### src/rtl/matrix_pkg.sv
// Shared types and helpers for the 5x7 LED matrix scan path.
// Holds default geometry, capture FSM states and the column strobe decoder.
package matrix_pkg;

  localparam int N_COLS_DEF = 7;
  localparam int N_ROWS_DEF = 5;
  localparam int MAX_COLS   = 16;
  localparam int IDX_W      = 4;

  typedef enum logic [1:0] {
    SYNC,
    CAPTURE,
    PUBLISH
  } state_t;

  typedef struct packed {
    logic             valid;
    logic             idle;
    logic [IDX_W-1:0] index;
  } col_dec_t;

  // Unused upper strobes must be tied high by the caller.
  function automatic col_dec_t onehot_n_decode(
    input logic [MAX_COLS-1:0] col_n
  );
    col_dec_t d;
    int lows;
    d    = '0;
    lows = 0;
    for (int i = 0; i < MAX_COLS; i++) begin
      if (!col_n[i]) begin
        lows++;
        d.index = IDX_W'(i);
      end
    end
    d.idle  = (lows == 0);
    d.valid = (lows == 1);
    return d;
  endfunction

endpackage

### src/rtl/scan_settle_filter.sv
// Synchroniser, change detector and settle counter for col_n/row.
// Ports: col_n,row in; stable_pulse, col_valid, col_idle, col_idx, row_s out.
module scan_settle_filter
  import matrix_pkg::*;
#(
  parameter int N_COLS = N_COLS_DEF,
  parameter int N_ROWS = N_ROWS_DEF,
  parameter int SETTLE = 2
) (
  input  logic              clk,
  input  logic              rst_n,
  input  logic [N_COLS-1:0] col_n,
  input  logic [N_ROWS-1:0] row,
  output logic              stable_pulse,
  output logic              col_valid,
  output logic              col_idle,
  output logic [IDX_W-1:0]  col_idx,
  output logic [N_ROWS-1:0] row_s
);

  localparam int W = N_COLS + N_ROWS;
  localparam logic [3:0] CNT_MAX = 4'(SETTLE - 1);
  localparam logic [W-1:0] IDLE =
    {{N_COLS{1'b1}}, {N_ROWS{1'b0}}};

  logic [W-1:0] s1, s2, prev;
  logic [3:0]   cnt;
  logic         accepted;
  logic         same;
  logic         col_chg;
  col_dec_t     dec;

  assign same    = (s2 == prev);
  assign col_chg = (s2[W-1:N_ROWS] != prev[W-1:N_ROWS]);

  // One acceptance per column visit; a row change alone does not rearm.
  assign stable_pulse =
    same && (cnt == CNT_MAX) && !accepted;

  assign dec = onehot_n_decode(
    {{(MAX_COLS-N_COLS){1'b1}}, s2[W-1:N_ROWS]});

  assign col_valid = dec.valid;
  assign col_idle  = dec.idle;
  assign col_idx   = dec.index;
  assign row_s     = s2[N_ROWS-1:0];

  // Sync flops reset to the idle pattern so reset is not seen as a strobe.
  always_ff @(posedge clk or negedge rst_n) begin
    if (!rst_n) begin
      s1       <= IDLE;
      s2       <= IDLE;
      prev     <= IDLE;
      cnt      <= '0;
      accepted <= 1'b0;
    end else begin
      s1   <= {col_n, row};
      s2   <= s1;
      prev <= s2;
      if (!same)
        cnt <= '0;
      else if (cnt != CNT_MAX)
        cnt <= cnt + 4'd1;
      if (col_chg)
        accepted <= 1'b0;
      else if (stable_pulse)
        accepted <= 1'b1;
    end
  end

endmodule

### src/rtl/matrix_scan_capture.sv
// Rebuilds a full LED matrix frame from the scan strobes and row lines.
// Ports: col_n,row in; frame/frame_valid/frame_ready handshake; scan_err, overrun.
module matrix_scan_capture
  import matrix_pkg::*;
#(
  parameter int N_COLS = N_COLS_DEF,
  parameter int N_ROWS = N_ROWS_DEF,
  parameter int SETTLE = 2
) (
  input  logic                     clk,
  input  logic                     rst_n,
  input  logic [N_COLS-1:0]        col_n,
  input  logic [N_ROWS-1:0]        row,
  output logic [N_COLS*N_ROWS-1:0] frame,
  output logic                     frame_valid,
  input  logic                     frame_ready,
  output logic                     scan_err,
  output logic                     overrun
);

  localparam int FW = N_COLS * N_ROWS;
  localparam logic [IDX_W-1:0] LAST = IDX_W'(N_COLS - 1);

  logic              stable;
  logic              c_valid;
  logic              c_idle;
  logic [IDX_W-1:0]  c_idx;
  logic [N_ROWS-1:0] row_s;

  state_t           state;
  logic [IDX_W-1:0] expected;
  logic [FW-1:0]    shadow;
  logic             hit;
  logic             again;

  scan_settle_filter #(
    .N_COLS (N_COLS),
    .N_ROWS (N_ROWS),
    .SETTLE (SETTLE)
  ) u_filter (
    .clk          (clk),
    .rst_n        (rst_n),
    .col_n        (col_n),
    .row          (row),
    .stable_pulse (stable),
    .col_valid    (c_valid),
    .col_idle     (c_idle),
    .col_idx      (c_idx),
    .row_s        (row_s)
  );

  assign hit   = c_valid && (c_idx == expected);
  assign again = c_valid && (c_idx == expected - 1'b1);

  always_ff @(posedge clk or negedge rst_n) begin
    if (!rst_n) begin
      state       <= SYNC;
      expected    <= '0;
      shadow      <= '0;
      frame       <= '0;
      frame_valid <= 1'b0;
      scan_err    <= 1'b0;
      overrun     <= 1'b0;
    end else begin
      scan_err <= 1'b0;
      if (frame_valid && frame_ready)
        frame_valid <= 1'b0;
      unique case (state)
        SYNC: begin
          if (stable) begin
            if (!c_valid && !c_idle) begin
              scan_err <= 1'b1;
            end else if (c_valid && c_idx == '0) begin
              shadow[N_ROWS-1:0] <= row_s;
              expected <= IDX_W'(1);
              state    <= CAPTURE;
            end
          end
        end
        CAPTURE: begin
          if (stable && !c_idle) begin
            unique case (1'b1)
              hit: begin
                shadow[c_idx*N_ROWS +: N_ROWS] <= row_s;
                expected <= expected + 1'b1;
                if (c_idx == LAST)
                  state <= PUBLISH;
              end
              again: ;
              default: begin
                scan_err <= 1'b1;
                expected <= '0;
                state    <= SYNC;
              end
            endcase
          end
        end
        PUBLISH: begin
          // A consumer taking the old frame this cycle frees the slot.
          if (!frame_valid || frame_ready) begin
            frame       <= shadow;
            frame_valid <= 1'b1;
          end else begin
            overrun <= 1'b1;
          end
          expected <= '0;
          state    <= SYNC;
        end
        default: state <= SYNC;
      endcase
    end
  end

endmodule

### config.mk
export PLATFORM = sky130hd
export DESIGN_NAME = matrix_scan_capture
export DESIGN_NICKNAME = d
export VERILOG_FILES = /design/src/rtl/matrix_pkg.sv /design/src/rtl/scan_settle_filter.sv /design/src/rtl/matrix_scan_capture.sv
export SDC_FILE = /design/constraint.sdc
export NUM_CORES = 1
export LEC_CHECK = 0
export BUFFER_PORTS_ARGS = -buffer_cell sky130_fd_sc_hd__buf_4
export CELL_PAD_IN_SITES_DETAIL_PLACEMENT = 0
export CELL_PAD_IN_SITES_GLOBAL_PLACEMENT = 2
export CORE_MARGIN = 8
export CORE_UTILIZATION = 31
export CTS_CLUSTER_SIZE = 30
export DETAILED_ROUTE_END_ITERATION = 8
export PLACE_DENSITY = 0.73
export SLEW_MARGIN = 5
export SYNTH_ARGS = -nofsm -noshare
export SYNTH_HDL_FRONTEND = slang
export SYNTH_SLANG_ARGS = --single-unit
export TNS_END_PERCENT = 50
### constraint.sdc
create_clock -name clk -period 7.2 [get_ports clk]
set_clock_uncertainty 0.15 [all_clocks]
set_input_delay 0 -clock clk [delete_from_list [all_inputs] [get_ports clk]]
set_output_delay 0 -clock clk [all_outputs]
set_load 0.02 [all_outputs]
---- Word-level counts from Yosys, hierarchy flattened ----
Cells that the tools add are included.
Widths: inputs -> output; s select.
storage, ports and cells
  flip-flop bits (word level) ............. 120
  word-level logic and storage cells ...... 116
  bits of input ports ..................... 15
  output and inout port bits .............. 38
cells by class
  shift-type cells ........................ 2
  equality and inequality tests ........... 18
  reduce and logical (&&, ||, !) cells .... 26
  add/subtract/negate cells ............... 10
  bitwise operators ....................... 1
  multipliers ............................. 1
  mux-type cells .......................... 45
operators with widths
  cell                     count
  $mux 32                  6
  $add 32x2->32 const B    5
  $bwmux 35                1
  $shift 5x34->35 const A  1
  $shiftx 5x34->35         1
  $neg 7->34               1
  $eq 32x2->1 const B      1
  $logic_not 32->1         1
  $mux 5                   5
  $mux 4                   6
  $reduce_and 6->1         3
  $mux 2                   7
  $ne 2x2->1 const B       7
  $eq 12x12->1             1
  $pmux 4 s3               1
  $mux 1                   11
  $pmux 5 s2               1
  $mux 3                   3
  $add 4x1->4 const B      2
  $eq 4x4->1               2
  $logic_and 1x1->1        8
  $pmux 2 s2               2
  $pmux 4 s2               1
  $mul 4x3->7 const B      1
  other kinds (20)         25

---- Longest topological paths before layout ----
  depth in word-level cells ............... 19
  mapped depth ............................ 24
  gate-level depth less buffers ........... 24

---- Hierarchy ----
From an unflattened synthesis, not the netlist that was laid out.
second synthesis, totals
  cell total of the unflattened synthesis .. 456
  area, all modules ....................... 5514.0 um2
modules (own cells, without submodules)
  module               cells each  instances  area an instance (um2)
  matrix_scan_capture  304         1          3639.7
  scan_settle_filter   152         1          1874.3

---- Least setup slack after synthesis ----
Ideal clock, no wire load.
  kind .................................... flip-flop to flip-flop
  start point ............................. register u_filter.s2[5]
  end point ............................... register shadow[30]
  path slack .............................. 2.057 ns
  library setup time ...................... 0.125 ns
  period minus slack after synthesis ...... 5.143 ns
  data arrival time ....................... 4.868 ns
  cell stages (with the launch flop) ...... 24
  cells stage by stage .................... dfstp_2 -> inv_1 -> ha_1 -> xnor2_1 -> ha_1 -> nor2_1 -> a31oi_1 -> ha_1 -> nor2b_1 -> a21oi_1 -> inv_1 -> ha_1 -> nand2b_1 -> o21ai_0 -> ha_1 -> nor2b_1 -> nor2_1 -> a21oi_1 -> o32ai_1 -> o211ai_1 -> nor3_4 -> nand2_4 -> nor3b_4 -> mux2_2
on the way
  word-level cells in the longest chain between the ends .. 17
  elaborated cells between the ends (all ways) .. 22
  those cells by class .................... add/sub (6); eq/ne (2); mux (7); reduce/logical (7)
RTL lines
  what                                   line                       RTL
  start: declaration                     scan_settle_filter.sv:26   logic [W-1:0] s1, s2, prev;
  start signal: assignment               scan_settle_filter.sv:52   s2 <= IDLE;
  start signal: assignment               scan_settle_filter.sv:58   s2 <= s1;
  $mux 1                                 matrix_pkg.sv:31           if (!col_n[i]) begin
  $add 1x1->2                            matrix_pkg.sv:32           lows++;
  $mux 32                                matrix_pkg.sv:31
  $add 32x2->32                          matrix_pkg.sv:32
  $mux 32                                matrix_pkg.sv:31
  $add 32x2->32                          matrix_pkg.sv:32
  $mux 32                                matrix_pkg.sv:31
  $add 32x2->32                          matrix_pkg.sv:32
  $mux 32                                matrix_pkg.sv:31
  $add 32x2->32                          matrix_pkg.sv:32
  $mux 32                                matrix_pkg.sv:31
  $add 32x2->32                          matrix_pkg.sv:32
  $mux 32                                matrix_pkg.sv:31
  $logic_not 32->1                       matrix_pkg.sv:36           d.idle = (lows == 0);
  $logic_not 1->1                        matrix_scan_capture.sv:81  if (stable && !c_idle) begin
  $logic_and 1x1->1                      matrix_scan_capture.sv:81
  $reduce_and 3->1 (no source line) (*)  --
  end signal: indexed assignment         matrix_scan_capture.sv:74  shadow[N_ROWS-1:0] <= row_s;
  end signal: indexed assignment         matrix_scan_capture.sv:84  shadow[c_idx*N_ROWS +: N_ROWS] <= row_s;
  end: declaration                       matrix_scan_capture.sv:32  logic [FW-1:0] shadow;
Mark *: on every way between the ends. The rest lies on a longest branch, timed or not.
A chain may end at the register's enable or synchronous reset.

---- Final worst setup path ----
  start point ............................. register u_filter.s2[6]
  end point ............................... register shadow[32]
on the way
  word-level cells in the longest chain between the ends .. 15
  elaborated cells between the ends (all ways) .. 32
  those cells by class .................... add/sub (6); mul (1); eq/ne (3); shift (2); mux (13); reduce/logical (7)
RTL lines
  what                               line
  $mux 32                            matrix_pkg.sv:31
  $add 32x2->32                      matrix_pkg.sv:32
  $mux 32                            matrix_pkg.sv:31
  $add 32x2->32                      matrix_pkg.sv:32
  $mux 32                            matrix_pkg.sv:31
  $add 32x2->32                      matrix_pkg.sv:32
  $mux 32                            matrix_pkg.sv:31
  $add 32x2->32                      matrix_pkg.sv:32
  $mux 32                            matrix_pkg.sv:31
  $add 32x2->32                      matrix_pkg.sv:32
  $mux 32                            matrix_pkg.sv:31
  $logic_not 32->1                   matrix_pkg.sv:36
  $logic_not 1->1                    matrix_scan_capture.sv:81
  $logic_and 1x1->1                  matrix_scan_capture.sv:81
  $reduce_and 3->1 (no source line)  --
Several ways; a longest one is shown, not always the timed one.

==> results.yml <==
die:
  fp.dieH_um: 148
  start_util: 0.314
  io_pins: 53
  coreArea_mm2: 0.0171
  die_w_um: 148
  rows: 48
  die-area_mm2: 0.0218
clock_network:
  clk_pin_slew_ns: 0.06
  clockBufferDepth: 2
  numCtsBuffers: 17
  cts_tree: "yes"
  cts_max_level: 4
  clock_latency_ns: 0.40
  cts_hold_buf: 14
  clkSinkCount: 120
  cts_resized: 0
  root_buffer: "clkbuf_16"
  postCtsSetupBuffers: 0
worst_setup_path:
  worstPathCellList: "inv_1 > ha_1 > xnor2_1 > ha_1 > nor2_1 > a31oi_1 > ha_1 > nor2b_1 > a21oi_1 > inv_1 > ha_1 > nand2b_1 > o21ai_0 > ha_1 > nor2b_1 > nor2_1 > a21oi_1 > o32ai_1 > o211ai_1 > nor3_4 > nand2_4 > nor3b_4 > mux2_2"
  rr_worst_depth: 23
  cp_num_buf_inv: 2
  end_kind: "flop"
  startpoint_type: "flop"
  required_ns: 7.34
  reg2reg_from: "u_filter.s2[6]$_DFF_PN1_"
  r2r_slack_ns: 1.43
  crit_path_max_fanout: 10
  slowest_stage: "dfstp_2"
  arrival_ns: 5.91
  cpMostUsedCell: "ha_1"
  criticalPathCategory: "reg2reg"
  cp-startpoint: "u_filter.s2[6]$_DFF_PN1_"
  r2r-end: "shadow[32]$_DFFE_PN0P_"
  critPathMaxStageDelay_ns: 0.57
  crit_family: "simple AND/OR/NAND/NOR gates"
routing:
  drtIter0Drc: 137
  ant_nets: 0
  num_vias: 3280
  via_per_inst: 4.59
  drtPass1Iterations: 4
  drt-total-wl_um: 10700
  drcViolationCount: 0
  routedWlPerCell_um: 15.0
sta:
  slew_headroom: 0.443
  rsz0062_at_grt: "no"
  fmax_ghz: 0.173
  worst_pin_slew_ns: 0.830
  fin_crit_sh: 0.802
  timing.setup.tns_ns: 0
  holdWs_ns: 0.0483
  fin_ws_ns: 1.43
  fin_crit_ns: 5.77
  final_hold_viol_count: 0
  setup_viol: 0
  finalMaxSlewViolations: 0
layout:
  final-seq-area_mm2: 0.00303
  fin_nets: 508
  syn_to_final_growth_pct: 26.5
  drive_above_1_share: 0.384
  antenna_cells: 0
  fillCellCount: 1622
  multiInputGateArea_mm2: 0.00223
power:
  clock_power_share: 0.445
  power.internal_mw: 1.54
  swShare: 0.260
  p_leak_nw: 3.23
  powerDensity_mw_per_mm2: 307
  power_frac_seq: 0.371
  p_comb_frac: 0.184
  max-vdd-ir-drop_uv: 163
  p_sw_uw: 541
logic_synthesis:
  synthesis.area_mm2: 0.00538
  synthCells: 401
  synth-edff-count: 0
  ys_types: 61
  ys_async_sr_fraction: 1.00
  synth_ff_type: "dfrtp_1"
  syn_nets: 433
  ys_ff_latch: 120
  ys_seq_area_frac: 0.563
  ys_warn_count: 0
  syn_area_per_cell_um2: 13.4
placement:
  dpl_worst_slack_ns: 1.44
  hpwl_um: 7560
  port_buffers: 52
  gp_congestion: 0.813
job:
  drv_cap: 0
global_routing:
  grt_pass1_wl_um: 18700
  grt_max_degree: 63
  first_global_vias: 3617
  antenna_found_initial: 0
  grt_usage: 0.106
  grt-ovfl-total: 0
status:
  status: "finished, final reports clean"
min_path:
  min_path_type: "in2async"
==> power by group through the flow <==
stage	logic (mW)	clock network [mW]	registers, mW
2_1_floorplan	0.255	0	0.792
3_3_place_gp	0.375	0	0.783
3_5_place_dp	0.380	0	0.785
4_1_cts	0.388	0.949	0.774
5_1_grt	0.422	0.980	0.782
6_report	0.383	0.928	0.773
==> cell families after synthesis <==
family,after synthesis,synth area share
flops,120,0.563
simple gates,90,0.102
mux,74,0.154
compound gates,38,0.0575
xor+xnor,33,0.0605
buf+inv,29,0.0226
fa+ha+maj,17,0.0396
==> worst register-to-register path, stage by stage, from the launching register on <==
cell,delay (ns)
dfstp_2,0.57
inv_1,0.05
ha_1,0.37
xnor2_1,0.17
ha_1,0.32
nor2_1,0.05
a31oi_1,0.22
ha_1,0.29
nor2b_1,0.16
a21oi_1,0.24
inv_1,0.07
ha_1,0.27
nand2b_1,0.14
o21ai_0,0.11
ha_1,0.18
nor2b_1,0.15
nor2_1,0.19
a21oi_1,0.09
o32ai_1,0.30
o211ai_1,0.27
nor3_4,0.46
nand2_4,0.12
nor3b_4,0.35
mux2_2,0.38
==> cell usage after synthesis (all sizes together), types with 7 or more instances <==
master	count	area [um2]
xor2	7	61.3
ha	17	213
clkbuf	7	26.3
dfrtp	99	2480
nor2	13	48.8
inv	17	63.8
xnor2	24	218
mux2	71	800
nand2	23	93.8
nor3	8	62.6
dfstp	21	552
==> worst max-delay path by stage <==
stage	cells after the start	end	slack (ns)
detailed placement	23	shadow[32]$_DFFE_PN0P_	1.44
global route	23	shadow[31]$_DFFE_PN0P_	1.03
global placement	22	shadow[21]$_DFFE_PN0P_	1.68
floorplan	23	shadow[30]$_DFFE_PN0P_	2.06
finish	23	shadow[32]$_DFFE_PN0P_	1.43
CTS	23	shadow[32]$_DFFE_PN0P_	1.42
==> sequential cells by signal, summed over array words and instances, names as in the netlist <==
name / count
state: 2
shadow: 35
u_filter.accepted: 1
u_filter.cnt: 4
expected: 4
u_filter.s2: 12
u_filter.prev: 12
overrun: 1
frame_valid: 1
u_filter.s1: 12
frame: 35
scan_err: 1
==> layout make-up <==
type,instances,area share
Clock buffer,21,0.0677
Clock inverter,11,0.0283
Multi-Input combinational cell,252,0.327
Inverter,17,0.00939
Sequential cell,120,0.446
Tap cell,225,0.0414
Timing Repair Buffer,68,0.0802
==> per-layer routing <==
layer | vias up | routed length (um) | share of wire | track usage
met3 | 14 | 388 | 0.036 | 0.0297
met2 | 65 | 5290 | 0.49 | 0.171
li1 | 1566 | - | - | -
met1 | 1635 | 4890 | 0.46 | 0.132
met4 | 0 | 156 | 0.015 | 0.0428
met5 | - | 0 | 0 | 0
==> layout by cell type, fill, tap and decap left out, types with 7 or more instances in the layout <==
master         netlist  layout
mux2_2              70      70
nand2_1             22      22
xnor2_1             23      23
dfstp_2             21      21
ha_1                17      17
inv_1               17      17
xor2_1               7       7
dfrtp_1             99      99
nor2_1              13      13
clkbuf_16            0      17
buf_4                0      54
dlygate4sd3_1        0      14
==> per-stage QoR <==
stage	utilization	area [um2]	std cells	power (mW)
floorplan	-	5380	401	1.05
global placement	0.351	6010	668	1.16
detailed placement	0.351	6010	668	1.16
CTS	0.397	6800	714	2.11
global route	0.397	6800	714	2.18
finish	0.397	6800	714	2.08
Power figures use the tool's default switching activity.
